<file path="src/rtl/mux_arb_n.sv">
`default_nettype none
// ============================================================================
//  Module      : mux_arb_n
//  Description : N-channel mux/arbiter (fixed select or round-robin) feeding a
//                single registered output slot with valid/ready handshakes.
//  Revision    : 1.0 - initial release
// ============================================================================
module mux_arb_n #(
  parameter int WIDTH = 16,
  parameter int N     = 8,
  parameter int SELW  = 3
) (
  input  logic                 clk,
  input  logic                 rst,
  input  logic [N*WIDTH-1:0]   in_data,
  input  logic [N-1:0]         in_valid,
  output logic [N-1:0]         in_ready,
  input  logic                 mode,
  input  logic [SELW-1:0]      sel,
  output logic [WIDTH-1:0]     out_data,
  output logic [SELW-1:0]      out_chan,
  output logic                 out_valid,
  input  logic                 out_ready
);

  logic [WIDTH-1:0] out_data_q, out_data_d;
  logic [SELW-1:0]  out_chan_q, out_chan_d;
  logic             out_valid_q, out_valid_d;
  logic [SELW-1:0]  ptr_q, ptr_d;

  logic             w_load_en;
  logic             w_xfer;
  logic             w_fx_vld;
  logic             w_rr_vld;
  logic [SELW-1:0]  w_rr_idx;
  logic             w_gnt_vld;
  logic [SELW-1:0]  w_gnt_idx;
  logic [WIDTH-1:0] w_gnt_data;
  logic [SELW:0]    w_shamt;
  logic [N-1:0]     w_rot;

  assign w_load_en = !out_valid_q || out_ready;

  // Out-of-range sel (N not a power of two) never grants.
  assign w_fx_vld = (32'(sel) < 32'(N)) && in_valid[sel];

  // Rotate in_valid so bit 0 is channel ptr+1; ptr itself lands in bit N-1.
  assign w_shamt = {1'b0, ptr_q} + (SELW+1)'(1);
  assign w_rot   = N'({in_valid, in_valid} >> w_shamt);

  always_comb begin
    w_rr_vld = 1'b0;
    w_rr_idx = '0;
    for (int k = N - 1; k >= 0; k--) begin
      if (w_rot[k]) begin
        w_rr_vld = 1'b1;
        w_rr_idx = SELW'((int'(ptr_q) + 1 + k) % N);
      end
    end
  end

  assign w_gnt_vld = mode ? w_rr_vld : w_fx_vld;
  assign w_gnt_idx = mode ? w_rr_idx : sel;
  assign w_xfer    = w_gnt_vld && w_load_en && !rst;

  always_comb begin
    in_ready   = '0;
    w_gnt_data = '0;
    for (int i = 0; i < N; i++) begin
      if (w_gnt_idx == SELW'(i)) begin
        in_ready[i] = w_xfer;
        w_gnt_data  = in_data[i*WIDTH +: WIDTH];
      end
    end
  end

  always_comb begin
    out_data_d  = out_data_q;
    out_chan_d  = out_chan_q;
    out_valid_d = out_valid_q;
    ptr_d       = ptr_q;
    if (w_xfer) begin
      out_data_d  = w_gnt_data;
      out_chan_d  = w_gnt_idx;
      out_valid_d = 1'b1;
      if (mode) ptr_d = w_gnt_idx;
    end else if (out_ready) begin
      out_valid_d = 1'b0;
    end
  end

  always_ff @(posedge clk or posedge rst) begin
    if (rst) begin
      out_data_q  <= '0;
      out_chan_q  <= '0;
      out_valid_q <= 1'b0;
      ptr_q       <= SELW'(N - 1);
    end else begin
      out_data_q  <= out_data_d;
      out_chan_q  <= out_chan_d;
      out_valid_q <= out_valid_d;
      ptr_q       <= ptr_d;
    end
  end

  assign out_data  = out_data_q;
  assign out_chan  = out_chan_q;
  assign out_valid = out_valid_q;

endmodule
`default_nettype wire

</file>
<file path="config.mk">
export PLATFORM = sky130hd
export DESIGN_NAME = mux_arb_n
export DESIGN_NICKNAME = d
export VERILOG_FILES = /design/src/rtl/mux_arb_n.sv
export SDC_FILE = /design/constraint.sdc
export NUM_CORES = 1
export LEC_CHECK = 0
export CAP_MARGIN = 20
export CORE_UTILIZATION = 30
export CTS_BUF_LIST = sky130_fd_sc_hd__clkbuf_8
export DETAILED_ROUTE_END_ITERATION = 12
export MAX_ROUTING_LAYER = met4
export PLACE_DENSITY = 0.71
export SLEW_MARGIN = 20
export SYNTH_ARGS = -nofsm -noshare
export SYNTH_HDL_FRONTEND = slang
export SYNTH_SLANG_ARGS = --single-unit
</file>
<file path="constraint.sdc">
create_clock -name clk -period 7.3 [get_ports clk]
set_clock_uncertainty 0.1 [all_clocks]
set_input_delay 1.46 -clock clk [delete_from_list [all_inputs] [get_ports clk]]
set_output_delay 1.46 -clock clk [all_outputs]
set_load 0.02 [all_outputs]
</file>
==> results of run 1 <==
## sequential cells by signal, summed over array words and instances (netlist names)
register,flops
out_chan,3
out_data,16
out_valid,1
ptr_q,3
## metrics by stage
stage               utilization [%]  instances  setup WS, ps  power [mW]  hold WS, ps
global placement               47.1        687           585        2.00          375
floorplan                         -        403          1850        1.55          509
CTS                            47.5        691           485        2.10          401
global route                   47.5        692           182        2.25          418
detailed placement             47.1        687           499        2.01          380
finish                         47.6        693           453        2.10          399
## cell families (layout without fill, tap and decap cells)
kind of cell	Yosys count	in the layout	synth area share (%)
AOI/OAI and AO/OA	156	156	34.4
and+or+nand+nor	117	117	18.0
muxes	57	57	22.3
buffers and inverters	45	193	6.81
DFF	23	23	17.0
xor gates and xnor gates	3	3	0.769
adders and majority gates	2	2	0.732
other	0	2	0
## cells in the mapped netlist (3+ instances only)
| master | number |
|---|---|
| mux2_4 | 11 |
| nor2_1 | 30 |
| a221oi_2 | 10 |
| and3_1 | 5 |
| mux2i_1 | 27 |
| a21oi_1 | 22 |
| mux2_2 | 9 |
| nor3_1 | 25 |
| nor3b_1 | 3 |
| o22ai_1 | 9 |
| and3b_1 | 3 |
| nand2_1 | 29 |
| a22oi_1 | 4 |
| clkbuf_1 | 8 |
| a211oi_1 | 3 |
| o211ai_1 | 12 |
| mux4_2 | 10 |
| a221oi_1 | 5 |
| nor2b_1 | 4 |
| dfrtp_1 | 20 |
| o21ai_0 | 26 |
| a211o_1 | 3 |
| inv_1 | 10 |
| buf_2 | 15 |
| buf_4 | 4 |
| buf_6 | 4 |
| o21a_1 | 4 |
| o22a_1 | 10 |
| o21ai_1 | 18 |
| dfstp_2 | 3 |
## final cells by class
| cell class | instances | area (um^2) |
|---|---|---|
| fill | 1076 | 5760 |
| multi-input combinational | 335 | 2620 |
| timing repair buffer | 177 | 1750 |
| sequential | 23 | 579 |
| tap | 140 | 175 |
| inverter | 12 | 45.0 |
| clock buffer | 3 | 41.3 |
| clock inverter | 1 | 5.00 |
| antenna | 2 | 5.00 |
## routing by layer
layer  global-route usage (%)  vias to the layer above  share of wire [%]
li1                         -                     1879                  -
met1                     27.2                     1879                 39
met2                     41.5                      189                 52
met3                     3.47                        6                7.5
met4                     4.05                        0               0.88
met5                        -                        -                  0
## report_power, final
part	switching, mW	internal [mW]	leakage, nW
Clock	0.0470	0.0382	0.0255
Sequential	0.0922	0.197	0.262
Combinational	0.974	0.755	1.69
Total	1.11	0.991	1.98
## worst max-delay path by stage
stage                      startpoint     endpoint  slack [ps]  depth (start not counted)
final                     in_valid[5]  in_ready[6]         450                         11
after floorplan           in_valid[7]  in_ready[0]        1850                          9
after global placement    in_valid[7]  in_ready[6]         580                         11
after detailed placement  in_valid[4]  in_ready[6]         500                         11
after global routing      in_valid[4]  in_ready[6]         180                         11
after CTS                 in_valid[4]  in_ready[6]         480                         11
==> out/results.txt, run 1 <==
critical path's largest stage delay -> 640 ps
synthesized flop and latch total -> 23
via count -> 3953
RePlAce Congestion -> 0.858
remaining antenna violation count -> 0
Post-synth ARST share -> 100%
die width -> 109 um
Clock Latency Late Sink -> 270 ps
Root Driver -> clkbuf_8
final period utilization -> 93.8%
most used cell, CP -> clkdlybuf4s50_1
layout cell share with drive strength beyond 1 -> 13.4%
post-DP HPWL -> 10900 um
DRC viols -> 0
CP Cell Sequence -> clkdlybuf4s50_1 > mux4_2 > nor2b_4 > nor3b_1 > a221oi_1 > a2111oi_2 > a211o_4 > nand3_2 > or2_1 > nor2_1 > clkdlybuf4s50_1
CTS resizes -> 0
crit path launch type -> input pin
initial DRC count -> 156
Worst Setup End Kind -> output port
Leak Pwr -> 1.98 nW
Cell Rows -> 38
DRT Pass-1 Iters -> 5
total wire length -> 13600 um
main flop type after synthesis -> dfrtp_1
CTS clk-pin slew, worst paths -> 90 ps
Total GRT Usage -> 23.0%
Post-synth EDFFs -> 0
port bufs -> 170
Vias/cell -> 5.70
status -> finished clean
# hold bufs at CTS -> 0
Slew @ Worst Pin -> 952 ps
unrepaired setup endpoints after global routing -> false
Initial Util -> 31.1%
CTS tree -> done
largest net degree at the start of global routing -> 40
core region area -> 0.0110 mm^2
Hold Fails Final Rpt -> 0
Worst Setup Path Type -> in2out
end of the worst hold path -> out_chan[0]
Hold Crit Class -> reg2reg
placed cell area -> 0.00517 mm^2
crit path buf inv count -> 2
min cycle time layout -> 6850 ps
commonest cells after routing, fill and taps aside -> clkdlybuf4s50_1 (170), nor2_1 (30), nand2_1 (29)
f_max -> 146 MHz
Die Area -> 0.0118 mm^2
post-route cell area -> 0.00522 mm^2
Yosys top cell by area -> dfrtp_1
Yosys top cell area share -> 14.7%
Synth Instances -> 403
worst hold start -> out_chan[0]
Post CTS Setup Buffer Count -> 0
max-slew violation count -> 0
most common cell after layout, fill and taps aside -> clkdlybuf4s50_1
grt ovf -> 0
CP top delay family -> buffers and inverters
Worst EP arrival -> 5290 ps
Peak VDD IR -> 0.188 mV
vias in the first global route -> 3868
clock sinks -> 23
syn_nets -> 548
critical path's slowest cell -> mux4_2
# IOs -> 171
TritonCTS Buffers -> 3
Netlist cell types -> 77
Avg WL per Cell -> 19.6 um
slew margin rel. -> 36.5%
first-pass GRT wire length -> 20200 um
Hold Path Stages -> 1
Synth area leaders -> dfrtp_1 (15%), mux2i_1 (7.9%), mux4_2 (6.6%)
final setup fails -> 0
pwr/cell area -> 403 mW/mm^2
H-tree levels -> 1
Required @ worst endpoint -> 5740 ps
initial antenna violation count -> 1
Sum Neg Setup Slack -> 0 ps
die height -> 109 um
worst r2r path cells -> 13
r2r endpoint -> out_data[2]
Mean Syn Cell Area -> 8.48 um^2
flop2flop setup slack -> 1950 ps
area delta synth->final -> 52.9%
sequential fraction of the synthesis area -> 17.0%
crit path max fanout -> 22
Synthesis Warnings -> 0
Max-Cap Viols -> 0
final-stage net count -> 697
Max Buffers Root-to-Sink -> 2
reg2reg start -> ptr_q[0]
post-synthesis cell area -> 0.00342 mm^2
(Power assumes the default switching activity.)
==> run 2: changes to the inputs <==
Settings changed: CTS_CLUSTER_DIAMETER set to 200.
==> results of run 2 <==
No change in the layout: final DEF, timing and power equal those of run 1.
